==> src/rtl/lsu_bus_ctrl.sv <==
// lsu_bus_ctrl: RV32I load-store unit that routes accesses to a req/ack data-memory bus, a same-cycle peripheral port, or an error response
module lsu_bus_ctrl #(
  parameter logic [31:0] DMEM_BASE = 32'h0000_2000,
  parameter logic [31:0] DMEM_SIZE = 32'h0000_0400,
  parameter logic [31:0] PER_BASE  = 32'h0000_7000,
  parameter logic [31:0] PER_SIZE  = 32'h0000_1000,
  parameter int          MEM_AW    = 18,
  parameter int          PER_AW    = 12,
  parameter int          TIMEOUT   = 16
) (
  input  logic              i_clk,
  input  logic              i_rst_n,
  input  logic              i_req,
  input  logic              i_lsu_wren,
  input  logic [2:0]        i_lsu_op,
  input  logic [31:0]       i_lsu_addr,
  input  logic [31:0]       i_st_data,
  input  logic              i_err_clr,
  output logic [31:0]       o_ld_data,
  output logic              o_stall,
  output logic              o_done,
  output logic [1:0]        o_err,
  output logic [1:0]        o_err_sticky,
  output logic              o_mem_req,
  output logic              o_mem_wren,
  output logic [MEM_AW-1:0] o_mem_addr,
  output logic [31:0]       o_mem_wdata,
  output logic [3:0]        o_mem_bmask,
  input  logic              i_mem_ack,
  input  logic [31:0]       i_mem_rdata,
  output logic              o_per_sel,
  output logic              o_per_wren,
  output logic [PER_AW-1:0] o_per_addr,
  output logic [31:0]       o_per_wdata,
  output logic [3:0]        o_per_bmask,
  input  logic [31:0]       i_per_rdata
);
  localparam int CW = $clog2(TIMEOUT);
  typedef enum logic [1:0] {IDLE, MEM, RESP} state_t;
  state_t r_state, w_next;
  logic [31:0] w_doff, w_poff, w_wdata, r_rdata;
  logic [1:0] w_a, w_err, r_lane;
  logic [3:0] w_bmask;
  logic [2:0] r_op;
  logic [CW-1:0] r_cnt;
  logic w_is_b, w_is_h, w_is_w, w_misal, w_in_dmem, w_in_per;
  logic w_idle_req, w_ok, w_go_mem, w_ack, w_tout, r_tout;
  function automatic logic [31:0] f_extract(input logic [31:0] d, input logic [2:0] op, input logic [1:0] a);
    logic [7:0] b;
    logic [15:0] h;
    b = d[{a, 3'b000} +: 8];
    h = d[{a[1], 4'b0000} +: 16];
    return op[1] ? d : op[0] ? {{16{h[15] & ~op[2]}}, h} : {{24{b[7] & ~op[2]}}, b};
  endfunction
  assign w_a       = i_lsu_addr[1:0];
  assign w_doff    = i_lsu_addr - DMEM_BASE;
  assign w_poff    = i_lsu_addr - PER_BASE;
  assign w_in_dmem = w_doff < DMEM_SIZE;
  assign w_in_per  = w_poff < PER_SIZE;
  assign w_is_b    = i_lsu_op[1:0] == 2'b00;
  assign w_is_h    = i_lsu_op[1:0] == 2'b01;
  assign w_is_w    = i_lsu_op == 3'b010;
  assign w_misal   = !(w_is_b || w_is_h || w_is_w) || (w_is_h && w_a[0]) || (w_is_w && |w_a);
  assign w_err     = w_misal ? 2'b01 : (!w_in_dmem && !w_in_per) ? 2'b10 : 2'b00;
  assign w_bmask   = w_is_w ? 4'b1111 : w_is_h ? (w_a[1] ? 4'b1100 : 4'b0011) : 4'b0001 << w_a;
  assign w_wdata   = w_is_w ? i_st_data : w_is_h ? {2{i_st_data[15:0]}} : {4{i_st_data[7:0]}};
  assign w_idle_req = r_state == IDLE && i_req;
  assign w_ok       = w_idle_req && w_err == 2'b00;
  assign w_go_mem   = w_ok && w_in_dmem;
  assign w_ack      = r_state == MEM && i_mem_ack;
  // ack in the final counted cycle beats the timeout
  assign w_tout     = r_state == MEM && !i_mem_ack && r_cnt == CW'(TIMEOUT - 1);
  assign o_per_sel   = w_ok && !w_in_dmem;
  assign o_per_wren  = o_per_sel && i_lsu_wren;
  assign o_per_addr  = o_per_sel ? w_poff[PER_AW-1:0] : '0;
  assign o_per_wdata = o_per_sel ? w_wdata : '0;
  assign o_per_bmask = o_per_sel ? w_bmask : '0;
  assign o_stall = w_go_mem || r_state == MEM;
  assign o_done  = (w_idle_req && !w_go_mem) || r_state == RESP;
  assign o_err   = w_idle_req ? w_err : (r_state == RESP && r_tout) ? 2'b11 : 2'b00;
  assign o_ld_data = (o_per_sel && !i_lsu_wren) ? f_extract(i_per_rdata, i_lsu_op, w_a) :
                     (r_state == RESP && !o_mem_wren) ? f_extract(r_rdata, r_op, r_lane) : '0;
  always_comb begin
    w_next = r_state;
    w_next = (r_state == IDLE) ? (w_go_mem ? MEM : IDLE) :
             (r_state == MEM)  ? ((w_ack || w_tout) ? RESP : MEM) : IDLE;
  end
  always_ff @(posedge i_clk or negedge i_rst_n)
    if (!i_rst_n) r_state <= IDLE;
    else r_state <= w_next;
  always_ff @(posedge i_clk or negedge i_rst_n) begin
    if (!i_rst_n) begin
      o_mem_req    <= 1'b0;
      o_mem_wren   <= 1'b0;
      o_mem_addr   <= '0;
      o_mem_wdata  <= '0;
      o_mem_bmask  <= '0;
      r_op         <= '0;
      r_lane       <= '0;
      r_cnt        <= '0;
      r_tout       <= 1'b0;
      r_rdata      <= '0;
      o_err_sticky <= 2'b00;
    end else begin
      if (w_go_mem) begin
        o_mem_req   <= 1'b1;
        o_mem_wren  <= i_lsu_wren;
        o_mem_addr  <= w_doff[MEM_AW+1:2];
        o_mem_wdata <= w_wdata;
        o_mem_bmask <= w_bmask;
        r_op        <= i_lsu_op;
        r_lane      <= w_a;
        r_cnt       <= '0;
        r_tout      <= 1'b0;
        r_rdata     <= '0;
      end else if (r_state == MEM) begin
        r_cnt <= r_cnt + 1'b1;
        if (w_ack || w_tout) begin
          o_mem_req <= 1'b0;
          r_rdata   <= w_ack ? i_mem_rdata : '0;
          r_tout    <= w_tout;
        end
      end
      o_err_sticky <= i_err_clr ? 2'b00 : (o_err_sticky == 2'b00) ? o_err : o_err_sticky;
    end
  end
endmodule

==> config.mk <==
export PLATFORM = sky130hd
export DESIGN_NAME = lsu_bus_ctrl
export DESIGN_NICKNAME = d
export VERILOG_FILES = /design/src/rtl/lsu_bus_ctrl.sv
export SDC_FILE = /design/constraint.sdc
export NUM_CORES = 1
export LEC_CHECK = 0
export ABC_AREA = 1
export BUFFER_PORTS_ARGS = -buffer_cell sky130_fd_sc_hd__buf_2
export CAP_MARGIN = 30
export CORE_MARGIN = 4
export CORE_UTILIZATION = 45
export CTS_BUF_LIST = sky130_fd_sc_hd__clkbuf_4
export CTS_CLUSTER_SIZE = 28
export DETAILED_ROUTE_END_ITERATION = 8
export PLACE_DENSITY_LB_ADDON = 0.3
export SLEW_MARGIN = 10
export SYNTH_ARGS = -nofsm -noshare
export SYNTH_HDL_FRONTEND = slang
export SYNTH_SLANG_ARGS = --single-unit
==> constraint.sdc <==
create_clock -name i_clk -period 7.3 [get_ports i_clk]
set_input_delay 1.46 -clock i_clk [delete_from_list [all_inputs] [get_ports i_clk]]
set_output_delay 1.46 -clock i_clk [all_outputs]
set_load 0.005 [all_outputs]
# Yosys cells after proc, flatten, opt, wreduce, memory -nomap -nowiden
# Index checks and enable logic that the tools add are counted.
classes:
  n_addsub: 3
  magnitude_cmp: 2
  n_eq_ne: 5
  shifts: 5
  mux: 36
  bitwise: 6
  n_reduce_logical: 38
op_table:
  columns: ["cell", "n"]
  rows:
  - ["32-bit two-way mux", 13]
  - ["32-bit by 6-bit variable part select with 16-bit output", 2]
  - ["32-bit by 6-bit variable part select with 8-bit output", 2]
  - ["32-bit by 11-bit less-than comparator with 1-bit output, second input constant", 1]
  - ["32-bit by 13-bit less-than comparator with 1-bit output, second input constant", 1]
  - ["32-bit by 14-bit subtractor with 32-bit output, second input constant", 1]
  - ["32-bit by 15-bit subtractor with 32-bit output, second input constant", 1]
  - ["4-bit two-way mux", 6]
  - ["2-bit two-way mux", 9]
  - ["1-bit logical AND", 15]
  - ["12-bit two-way mux", 1]
  - ["2-bit zero test", 4]
  - ["1-bit zero test", 7]
  - ["1-bit logical OR", 7]
  - ["1-bit two-way mux", 7]
  - ["2-bit nonzero test", 3]
  - ["4-bit by 1-bit adder with 4-bit output, second input constant", 1]
  - ["1-bit AND", 4]
  - ["2-bit by 1-bit == test with 1-bit output, second input constant", 2]
  - ["4-bit == test, second input constant", 1]
  - ["1-bit by 2-bit << shifter with 4-bit output, first input constant", 1]
  - ["3-bit by 2-bit == test with 1-bit output, second input constant", 1]
  - ["2-bit == test, second input constant", 1]
  - ["1-bit inverter", 2]
  - ["other kinds (2)", 2]
word_totals:
  reg_bits: 102
  wordCells: 107

# Depth between registers and ports, before layout
logic_depth:
  depth_word: 13
  mapped_depth: 16

# Worst setup path before layout
# Ideal clock, no wire load.
synth_path:
  kind: "input to output"
  startpoint: "in i_lsu_addr[13]"
  endpoint: "out o_ld_data[30]"
  t_arrival_ps: 3021
  t_required_ps: 5840
  path_slack_ps: 2819
  path_stages: 16
  n_path_buf: 1
  path_cell_list: "inv_1 ha_1 nand2_2 nor2_4 nand2_1 nand2_1 nand2_1 nor2_1 nand2_1 nor2_4 nand2_1 nand4_4 buf_4 nand2_1 nand2_1 inv_1"
synth_between:
  elab_chain_cells: 11
synth_rtl:
  columns: ["element", "line_no", "source"]
  rows:
  - ["from (decl)", "16", "input logic [31:0] i_lsu_addr,"]
  - ["32-bit by 14-bit subtractor with 32-bit output / 32-bit by 15-bit subtractor with 32-bit output (equally long branches)", "56, 57", null]
  - ["32-bit by 11-bit less-than comparator with 1-bit output / 32-bit by 13-bit less-than comparator with 1-bit output (equally long branches)", "58, 59", null]
  - ["1-bit zero test, on equally long branches", "64, 73", null]
  - ["1-bit logical AND", "64", "assign w_err = w_misal ? 2'b01 : (!w_in_dmem && !w_in_per) ? 2'b10 : 2'b00;"]
  - ["2-bit two-way mux (2 in a row)", "64", null]
  - ["2-bit zero test", "68", "assign w_ok = w_idle_req && w_err == 2'b00;"]
  - ["1-bit logical AND", "68", null]
  - ["1-bit logical AND (*)", "73", "assign o_per_sel = w_ok && !w_in_dmem;"]
  - ["1-bit logical AND (*)", "81", "assign o_ld_data = (o_per_sel && !i_lsu_wren) ? f_extract(i_per_rdata, i_lsu_op, w_a) :"]
  - ["32-bit two-way mux (*)", "81", null]
  - ["to (decl)", "19", "output logic [31:0] o_ld_data,"]
# Every way passes the cells marked *; elsewhere a longest branch is shown, timed or not.

# Worst setup path in the final report
layout_path:
  startpoint: "in i_lsu_op[0]"
  endpoint: "out o_per_wdata[9]"
layout_between:
  elab_chain_cells: 11
layout_rtl:
  columns: ["element", "line_no", "source"]
  rows:
  - ["from (decl)", "15", "input logic [2:0] i_lsu_op,"]
  - ["2-bit by 1-bit == test with 1-bit output / 2-bit zero test (equally long branches)", "61, 60", null]
  - ["1-bit logical OR (2 in a row)", "63", "assign w_misal = !(w_is_b || w_is_h || w_is_w) || (w_is_h && w_a[0]) || (w_is_w && |w_a);"]
  - ["1-bit zero test", "63", null]
  - ["1-bit logical OR (2 in a row)", "63", null]
  - ["2-bit two-way mux", "64", null]
  - ["2-bit zero test", "68", null]
  - ["1-bit logical AND", "68", null]
  - ["1-bit logical AND", "73", null]
  - ["32-bit two-way mux (*)", "76", "assign o_per_wdata = o_per_sel ? w_wdata : '0;"]
  - ["to (decl)", "34", "output logic [31:0] o_per_wdata,"]
# Marked as above.

==> impl_metrics.ini <==
[synth]
synth_compound_area_frac = 0.2404
synth_top_area_frac = 0.3513
synth_fp_nets = 1234
syn_area_um2 = 7266
postSynthCellCount = 1094
ys_seq_elements = 102
synth_top_family_by_area = simple AND/OR/NAND/NOR gates
synth-simple-area-share = 0.2797
syn_avg_cell_area_um2 = 6.641
dominantRegCellSynth = dfrtp_1
yosysMostFrequentCell = nand2_1
synthAdderAreaFrac = 0.005166
yosysUniqueCellTypes = 39
ys_seq_area_frac = 0.3513
synthXorXnorAreaFrac = 0.006027
synth_edf_count = 0
async_flop_share = 1.000
synth_common_cells = nand2_1 (266), inv_1 (143), nor2_1 (131)
synthTopCellsByArea = dfrtp_1 (35%), nand2_1 (14%), inv_1 (7.4%)
synthMuxAreaShare = 0.002755
yosys.area.top_type = dfrtp_1
yosysWarnings = 0

[setup_path]
worstReg2RegStart = r_state[1]$_DFF_PN0_
crit_type = in2out
arrival_ns = 4.05
reg2regPathDepth = 7
rrSetupSlack_ns = 4.78
r2r-end = o_mem_wdata[23]$_DFFE_PN0P_
max_stage_delay_ns = 0.34
crit_chain = buf_2, inv_1, nor2_1, inv_2, o22ai_1, a21oi_1, inv_1, nor2_4, inv_1, a21oi_4, nand2_2, buf_12, nor2_1, buf_2
worstSetupEndpointType = primary output
cp_max_fo = 48
cp_slowest_cell = a21oi_4
required_ns = 5.84
crit_top_cell = inv_1
start_kind = input pin

[routing]
via_count = 8360
drcViolationCount = 0
antenna_left = 0
drt_iter0_drc = 717
dr.pass1.iters = 6
wire_per_inst_um = 16.04
drt-vias-per-instance = 5.376
drt-total-wl_um = 24940

[placed_design]
port_buffers = 280
placed_area_um2 = 8770
post-dp-hpwl_um = 19390
place.gp.congestion = 0.9404

[sta]
timing.setup.tns_ns = 0
tightest_slew_ns = 0.8752
period_needed_ns = 5.514
post-route-period-util = 0.7553
slew_headroom = 0.4165
finalHoldViolCount = 0
fmax_mhz = 181.4
fin_worst_skew_ns = 0.02348
setup_viol = 0
drv_slew = 0
rsz0062_at_grt = false

[final_layout]
drive_gt1_frac = 0.2534
finalInstanceArea_um2 = 9001
fin_nets = 1473
fillCellCount = 1557
areaGrowthSynthToFinish_pct = 23.88

[clock_network]
numCtsBuffers = 9
root_buffer = clkbuf_4
cts.reportedPaths.clkPinSlew_ns = 0.15
cts_tree = built
cts_sinks = 102
clock_latency_ns = 0.46
cts_setup_buffers = 0
clock_path_buffers = 2
h-tree-depth = 3
ctsHoldBuffers = 0
cts-resized-gates = 0

[floorplanning]
die_w_um = 135.1
die_h_um = 135.1
die_area_um2 = 18240
rows = 46
coreArea_um2 = 15830
ioPinCount = 281
initial_core_util = 0.4591

[run]
max_cap_violations = 0

[global_route]
grt_max_degree = 97
grt_pass1_vias = 7465
grt_usage = 0.2660
antenna_found_initial = 2
grt_pass1_wl_um = 39020
overflow = 0

[pwr]
p_leak_nw = 5.264
power_density_nw_per_um2 = 149.6
vdd_drop_max_mv = 0.1313

[worst_hold_path]
hp-start = o_mem_addr[11]$_DFFE_PN0P_
hold_depth = 2
min_path_type = reg2reg
holdPathEnd = o_mem_addr[11]$_DFFE_PN0P_

[status]
status = finished, final reports clean
## kinds of logic after synthesis
group	count (synthesis)
xor+xnor	5
fa+ha+maj	3
compound gates	294
buf+inv	210
simple gates	478
mux	2
flops	102
## metrics by stage
| stage | utilization | setup slack [ns] | total power, mW | cells | hold WS [ns] |
|---|---|---|---|---|---|
| floorplan | - | 2.819 | 0.8388 | 1094 | 0.4588 |
| global placement | 0.5506 | 1.652 | 0.9607 | 1533 | 0.4464 |
| detailed placement | 0.5541 | 1.410 | 0.9678 | 1535 | 0.4523 |
| CTS | 0.5663 | 1.394 | 1.350 | 1551 | 0.4923 |
| global route | 0.5687 | 1.477 | 1.423 | 1555 | 0.5286 |
| finish | 0.5687 | 1.786 | 1.346 | 1555 | 0.4886 |
## per-layer routing
layer	part of all wire	track usage	vias to the layer above
met5	0.00028	0	-
met3	0.096	0.05738	52
met1	0.42	0.3777	3796
met4	0.024	0.07895	2
li1	-	-	4094
met2	0.46	0.4102	416
## worst max-delay path, delay by kind of cell
kind	cells	cell delay [ns]
AND/OR/NAND/NOR	4	0.56
buffers and inverters	7	1.32
AO/OA/AOI/OAI	3	0.68
## worst max-delay path by stage
stage | from | endpoint | slack [ns] | cells after the start
after floorplan | i_lsu_addr[13] | o_ld_data[30] | 2.82 | 16
after global placement | i_lsu_op[0] | o_per_wdata[26] | 1.65 | 13
after detailed placement | i_lsu_op[0] | o_per_wdata[16] | 1.41 | 13
after CTS | i_lsu_op[0] | o_per_wdata[16] | 1.39 | 13
after global routing | i_lsu_op[0] | o_per_wdata[23] | 1.48 | 14
final | i_lsu_op[0] | o_per_wdata[9] | 1.79 | 14
## layout by cell type (no fill, tap or decap), types with 19 or more instances in the layout
cell type	Yosys	final
nand3_1	31	31
o22ai_1	24	24
nand4_1	19	19
nand2_1	266	265
buf_2	24	279
o21ai_1	61	61
inv_1	143	143
dfrtp_1	102	102
o211ai_1	19	19
nor2_1	131	131
o21ai_0	88	88
a21oi_1	39	39
## flip-flops by register name (all words and copies together) (netlist names)
register / count
o_mem_wdata: 32
r_rdata: 32
o_mem_addr: 18
o_mem_bmask: 4
r_cnt: 4
r_op: 3
o_err_sticky: 2
r_lane: 2
r_state: 2
o_mem_req: 1
o_mem_wren: 1
r_tout: 1
## area by class of cell
| cell class | count | area, um^2 | area share |
|---|---|---|---|
| Multi-Input combinational cell | 782 | 3895 | 0.4327 |
| Timing Repair Buffer | 290 | 1531 | 0.1701 |
| Inverter | 148 | 555.5 | 0.06172 |
| Sequential cell | 102 | 2552 | 0.2836 |
| Antenna cell | 1 | 2.502 | 0.0002780 |
| Clock buffer | 9 | 67.56 | 0.007506 |
| Tap cell | 216 | 270.3 | 0.03003 |
| Clock inverter | 7 | 126.4 | 0.01404 |
## report_power, final
group | total, mW | internal [mW] | switching (mW)
Clock | 0.382 | 0.178 | 0.204
Sequential | 0.654 | 0.612 | 0.0423
Combinational | 0.311 | 0.119 | 0.191
Total | 1.35 | 0.909 | 0.437
Note: power is estimated with default switching activity, not from simulation.
